<file path="src/rtl/fetch_unit_if.sv">
// Fetch bus: control inputs from the pipeline plus instruction-memory and
// decode-side outputs of the fetch unit.
//
// Flow control: there is no separate valid/ready pair on this bus. The
// consumer's "not ready" is signalled by stall; while stall=1 (and no branch
// or halt wins priority) the producer holds ir/ir_pc/ir_valid unchanged.
// An instruction is transferred to decode on every rising edge where
// ir_valid=1 and stall=0.
interface fetch_unit_if #(
  parameter int ADDR_WIDTH  = 4,
  parameter int INSTR_WIDTH = 12
);
  logic                   stall;
  logic                   halt;
  logic                   branch_en;
  logic [ADDR_WIDTH-1:0]  branch_target;
  logic [INSTR_WIDTH-1:0] instr_in;
  logic [ADDR_WIDTH-1:0]  addr;
  logic [INSTR_WIDTH-1:0] ir;
  logic [ADDR_WIDTH-1:0]  ir_pc;
  logic                   ir_valid;
  logic                   halted;
  logic                   pc_wrap;

  // Environment side: drives controls and memory data, observes fetch outputs.
  modport master (
    output stall, halt, branch_en, branch_target, instr_in,
    input  addr, ir, ir_pc, ir_valid, halted, pc_wrap
  );

  // Fetch unit side.
  modport slave (
    input  stall, halt, branch_en, branch_target, instr_in,
    output addr, ir, ir_pc, ir_valid, halted, pc_wrap
  );
endinterface

</file>
<file path="src/rtl/fetch_unit.sv">
// Instruction fetch unit: program counter, instruction register and a
// BOOT/RUN/HALTED control FSM. Control priority in RUN is
// branch_en > halt > stall > advance.
module fetch_unit #(
  parameter int ADDR_WIDTH  = 4,
  parameter int INSTR_WIDTH = 12
) (
  input  logic         clk,
  input  logic         n_reset,
  fetch_unit_if.slave  bus,
  output logic [1:0]   o_dbg_state
);

  typedef enum logic [1:0] {
    S_BOOT   = 2'd0,
    S_RUN    = 2'd1,
    S_HALTED = 2'd2
  } state_t;

  state_t                 r_state;
  state_t                 w_state_nxt;
  logic [ADDR_WIDTH-1:0]  r_pc;
  logic [ADDR_WIDTH-1:0]  w_pc_nxt;
  logic [INSTR_WIDTH-1:0] r_ir;
  logic [INSTR_WIDTH-1:0] w_ir_nxt;
  logic [ADDR_WIDTH-1:0]  r_ir_pc;
  logic [ADDR_WIDTH-1:0]  w_ir_pc_nxt;
  logic                   r_ir_valid;
  logic                   w_ir_valid_nxt;
  logic                   r_pc_wrap;
  logic                   w_pc_wrap_nxt;

  // State register; reset forces BOOT immediately.
  always_ff @(posedge clk or negedge n_reset) begin
    if (!n_reset) begin
      r_state <= S_BOOT;
    end else begin
      r_state <= w_state_nxt;
    end
  end

  // Next-state logic: BOOT always moves on; branch beats halt in RUN;
  // only a branch leaves HALTED.
  always_comb begin
    w_state_nxt = r_state;
    case (r_state)
      S_BOOT:   w_state_nxt = S_RUN;
      S_RUN: begin
        if (bus.branch_en)  w_state_nxt = S_RUN;
        else if (bus.halt)  w_state_nxt = S_HALTED;
      end
      S_HALTED: begin
        if (bus.branch_en)  w_state_nxt = S_RUN;
      end
      default:  w_state_nxt = S_BOOT;
    endcase
  end

  // Datapath next values per state; hold everything unless a rule updates it.
  always_comb begin
    w_pc_nxt       = r_pc;
    w_ir_nxt       = r_ir;
    w_ir_pc_nxt    = r_ir_pc;
    w_ir_valid_nxt = r_ir_valid;
    w_pc_wrap_nxt  = 1'b0;
    case (r_state)
      S_BOOT: begin
        w_pc_nxt       = '0;
        w_ir_valid_nxt = 1'b0;
      end
      S_RUN: begin
        if (bus.branch_en) begin
          // Redirect inserts a one-cycle bubble; ir_pc keeps the last fetch.
          w_pc_nxt       = bus.branch_target;
          w_ir_nxt       = '0;
          w_ir_valid_nxt = 1'b0;
        end else if (bus.halt) begin
          w_ir_valid_nxt = 1'b0;
        end else if (!bus.stall) begin
          w_ir_nxt       = bus.instr_in;
          w_ir_pc_nxt    = r_pc;
          w_ir_valid_nxt = 1'b1;
          w_pc_nxt       = r_pc + ADDR_WIDTH'(1);
          w_pc_wrap_nxt  = (r_pc == {ADDR_WIDTH{1'b1}});
        end
      end
      S_HALTED: begin
        if (bus.branch_en) begin
          w_pc_nxt       = bus.branch_target;
          w_ir_nxt       = '0;
          w_ir_valid_nxt = 1'b0;
        end
      end
      default: begin
        w_pc_nxt       = '0;
        w_ir_valid_nxt = 1'b0;
      end
    endcase
  end

  // Datapath registers; reset clears all fetch state immediately.
  always_ff @(posedge clk or negedge n_reset) begin
    if (!n_reset) begin
      r_pc       <= '0;
      r_ir       <= '0;
      r_ir_pc    <= '0;
      r_ir_valid <= 1'b0;
      r_pc_wrap  <= 1'b0;
    end else begin
      r_pc       <= w_pc_nxt;
      r_ir       <= w_ir_nxt;
      r_ir_pc    <= w_ir_pc_nxt;
      r_ir_valid <= w_ir_valid_nxt;
      r_pc_wrap  <= w_pc_wrap_nxt;
    end
  end

  assign bus.addr     = r_pc;
  assign bus.ir       = r_ir;
  assign bus.ir_pc    = r_ir_pc;
  assign bus.ir_valid = r_ir_valid;
  assign bus.pc_wrap  = r_pc_wrap;
  assign bus.halted   = (r_state == S_HALTED);
  assign o_dbg_state  = r_state;

endmodule
</file>
<file path="src/flat_wrapper.sv">
// flat-port wrapper written by rule: the top's interface ports become plain ports
module fetch_unit_flat 
#(
  parameter int ADDR_WIDTH  = 4,
  parameter int INSTR_WIDTH = 12
)
  (clk, n_reset, o_dbg_state, bus_stall, bus_halt, bus_branch_en, bus_branch_target, bus_instr_in, bus_addr, bus_ir, bus_ir_pc, bus_ir_valid, bus_halted, bus_pc_wrap);
  fetch_unit_if #(.ADDR_WIDTH(ADDR_WIDTH), .INSTR_WIDTH(INSTR_WIDTH)) bus_i ();
  input  logic clk;
  input  logic n_reset;
  output logic [1:0] o_dbg_state;
  input wire logic [$bits(bus_i.stall)-1:0] bus_stall;
  input wire logic [$bits(bus_i.halt)-1:0] bus_halt;
  input wire logic [$bits(bus_i.branch_en)-1:0] bus_branch_en;
  input wire logic [$bits(bus_i.branch_target)-1:0] bus_branch_target;
  input wire logic [$bits(bus_i.instr_in)-1:0] bus_instr_in;
  output wire logic [$bits(bus_i.addr)-1:0] bus_addr;
  output wire logic [$bits(bus_i.ir)-1:0] bus_ir;
  output wire logic [$bits(bus_i.ir_pc)-1:0] bus_ir_pc;
  output wire logic [$bits(bus_i.ir_valid)-1:0] bus_ir_valid;
  output wire logic [$bits(bus_i.halted)-1:0] bus_halted;
  output wire logic [$bits(bus_i.pc_wrap)-1:0] bus_pc_wrap;
  assign bus_i.stall = bus_stall;
  assign bus_i.halt = bus_halt;
  assign bus_i.branch_en = bus_branch_en;
  assign bus_i.branch_target = bus_branch_target;
  assign bus_i.instr_in = bus_instr_in;
  assign bus_addr = bus_i.addr;
  assign bus_ir = bus_i.ir;
  assign bus_ir_pc = bus_i.ir_pc;
  assign bus_ir_valid = bus_i.ir_valid;
  assign bus_halted = bus_i.halted;
  assign bus_pc_wrap = bus_i.pc_wrap;
  fetch_unit #(.ADDR_WIDTH(ADDR_WIDTH), .INSTR_WIDTH(INSTR_WIDTH)) u_core (.clk(clk), .n_reset(n_reset), .bus(bus_i), .o_dbg_state(o_dbg_state));
endmodule
</file>
<file path="config.mk">
export PLATFORM = sky130hd
export DESIGN_NAME = fetch_unit_flat
export DESIGN_NICKNAME = d
export VERILOG_FILES = /design/src/rtl/fetch_unit_if.sv /design/src/rtl/fetch_unit.sv /design/src/flat_wrapper.sv
export SDC_FILE = /design/constraint.sdc
export NUM_CORES = 1
export LEC_CHECK = 0
export CAP_MARGIN = 15
export CORE_MARGIN = 2
export CORE_UTILIZATION = 43
export CTS_CLUSTER_DIAMETER = 150
export DETAILED_ROUTE_END_ITERATION = 10
export PLACE_DENSITY = 0.77
export SKIP_CTS_REPAIR_TIMING = 1
export SYNTH_ARGS = -nofsm -noshare
export SYNTH_HDL_FRONTEND = slang
export SYNTH_SLANG_ARGS = --single-unit
</file>
<file path="constraint.sdc">
create_clock -name clk -period 1.75 [get_ports clk]
set_input_delay 0.2625 -clock clk [delete_from_list [all_inputs] [get_ports clk]]
set_output_delay 0.2625 -clock clk [all_outputs]
set_load 0.03 [all_outputs]
</file>
==> results of run 1 <==
-- metal layers --
| layer | GRT usage | share of wire | up-vias |
|---|---|---|---|
| met3 | 0.02232 | 0.071 | 2 |
| met2 | 0.2841 | 0.48 | 51 |
| li1 | - | - | 506 |
| met4 | 0.03987 | 0.0047 | 0 |
| met1 | 0.2093 | 0.44 | 500 |
| met5 | 0 | 0 | - |
-- synth_stat cells --
library cell and n:
nand2_1 29, dfrtp_1 24, o21ai_0 10, o21ai_2 8
a21oi_1 5, ha_1 5, inv_1 5, mux2_2 5
nor2_1 4, buf_6 3, a22oi_1 2, a21oi_2 1
a2bb2oi_1 1, a31oi_1 1, and4_2 1, buf_2 1
buf_4 1, clkbuf_8 1, nand2b_1 1, nand2b_4 1
nand3_1 1, nor2_4 1, nor2b_1 1, nor3_1 1
nor3_2 1, nor4b_4 1, o21a_1 1, o21ai_1 1
o22ai_2 1, xnor2_1 1, xor2_1 1
-- state kept, by name, summed over array words and instances, names as in the netlist --
signal               count
u_core.bus.addr          4
u_core.bus.ir           12
u_core.bus.ir_pc         4
u_core.bus.ir_valid      1
u_core.bus.pc_wrap       1
u_core.o_dbg_state       2
-- per-stage QoR --
step | total power, W | hold slack (ns)
final | 0.002707 | 0.2900
after global routing | 0.002881 | 0.3109
after CTS | 0.002729 | 0.3003
after detailed placement | 0.002477 | 0.4693
after global placement | 0.002435 | 0.4606
after floorplan | 0.001886 | -0.03309
-- power by group --
group	switching [W]	total, W	internal, W
Clock	0.000152	0.000241	0.0000887
Combinational	0.000883	0.00157	0.000688
Sequential	0.000149	0.000895	0.000746
-- kinds of logic after synthesis --
kind of cell	Yosys count	synth area share
flip-flops	24	0.4844
AO/OA/AOI/OAI	31	0.1685
AND/OR/NAND/NOR	42	0.1735
buffers and inverters	11	0.06357
multiplexers	5	0.04541
XOR/XNOR	2	0.01413
adder cells (fa/ha/maj)	5	0.05045
-- worst paths after layout --
| kind | endpoint | slack [ns] | cells past startpoint |
|---|---|---|---|
| worst max register to register | u_core.bus.ir_pc[3] | 0.10 | 4 |
| worst min-delay path | u_core.bus.ir[10] | 0.29 | 2 |
| min in group clk | u_core.bus.ir[4] | 0.49 | 3 |
| max in group asynchronous | u_core.bus.addr[3] | 1.21 | 2 |
| worst min register to register | u_core.bus.ir[0] | 0.49 | 2 |
| worst max-delay path | o_dbg_state[0] | 0.08 | 1 |
-- layout make-up --
class / count / area share
multi-input cells: 85 / 0.3212
well taps: 31 / 0.02174
flip-flops and latches: 24 / 0.3373
repair buffers: 52 / 0.2945
clock buffers: 4 / 0.01473
inverters: 5 / 0.01052
==> impl_metrics.tcl, run 1 <==
set metrics [dict create \
    grt_pass1_vias 959 \
    syn_to_final_growth_pct 43.89 \
    synth_warnings 0 \
    seq_area_um2 601.8 \
    final_common_cell "clkdlybuf4s50_1" \
    portBuffers 45 \
    antenna_found_initial 0 \
    fin_area_um2 1784 \
    clk_pin_slew_ns 0.13 \
    cp-start-kind "flop" \
    core_um2 2758 \
    setup_viol 0 \
    grt_setup_unrepaired "no" \
    critical_path.max_fanout 4 \
    nets 197 \
    slowest_delay_ns 0.68 \
    arrival_ns 1.41 \
    ir_worst_vdd_v 0.001140 \
    crit_required_ns 1.49 \
    leakage_nw 0.8638 \
    clock_skew_ns 0.01594 \
    critPathKind "flop to output pin" \
    synth_area_leader_cell "dfrtp_1" \
    place_inst 197 \
    cp-end-kind "output pin" \
    outcome "complete, no violations" \
    antenna_cells 0 \
    cts.sinks 24 \
    final_cells 201 \
    syn_area_um2 1240 \
    fillers 245 \
    grt_pass1_wl_mm 4.202 \
    fp.dieW_um 57.70 \
    place_ws_ns 0.03261 \
    layout_common_cells "clkdlybuf4s50_1 (39), nand2_1 (29), dfrtp_1 (23)" \
    cts-root-buf "clkbuf_4" \
    syn_area_per_cell_um2 10.33 \
    drtIter0Drc 33 \
    tightest_slew_ns 0.4113 \
    startpoint "u_core.o_dbg_state[0]" \
    overflow 0 \
    max_freq_mhz 598.5 \
    grt_util_all_layers 0.1612 \
    finalCritPeriodShare 0.9547 \
    drv_slew 0 \
    start_util 0.4496 \
    maxSlewHeadroom 0.7246 \
    ys_types 31 \
    path_buf_inv 1 \
    rows 19 \
    hold_path.class "primary input to async pin" \
    ys_seq_area_frac 0.4844 \
    drv_cap 0 \
    ys_seq_elements 24 \
    clock_latency_ns 0.30 \
    placed_cell_area_um2 1735 \
    viasPerCell 5.269 \
    yosys-top-cells-area "dfrtp_1 (48%), nand2_1 (8.8%), o21ai_2 (5.7%)" \
    dieArea_um2 3329 \
    synth_fp_nets 146 \
    dp_hpwl_mm 1.947 \
    first_pass_iters 4 \
    grt_max_degree 25 \
    globalplace.congestion 0.8733 \
    dr_total_vias 1059 \
    fp.dieH_um 57.70 \
    wire_per_inst_um 12.82 \
    p_per_area_nw_per_um2 1517 \
    tritoncts "done" \
    cts_buffers 3 \
    drc 0 \
    drive_above_1_share 0.2000 \
    netlist_instances 120 \
    cp_top_family "buffers and inverters" \
    cts.path.max_buffers 2 \
    fin_util 0.6470 \
    synth_top_area_share 0.4844 \
    ant_nets 0 \
    crit_chain "clkdlybuf4s50_1" \
    setup-tns-final_ns 0 \
    setup_slack_ns 0.07920 \
    htree_levels 1 \
    multi_input_area_um2 573.1 \
    critical-path-slowest-cell "clkdlybuf4s50_1" \
    post-route-min-period_ns 1.671 \
    finalHoldViolCount 0 \
    num_io_pins 46 \
    wl_mm 2.576 \
    worst_r2r_startpoint "u_core.o_dbg_state[1]" \
]
(Power assumes the default switching activity.)
==> run 2, diff against run 1 <==
--- a/config.mk
+++ b/config.mk
@@ -15,3 +15,4 @@
 export SYNTH_ARGS = -nofsm -noshare
 export SYNTH_HDL_FRONTEND = slang
 export SYNTH_SLANG_ARGS = --single-unit
+export TNS_END_PERCENT = 50
==> results of run 2 <==
The final DEF is identical to that of run 1; final timing and power are the same.
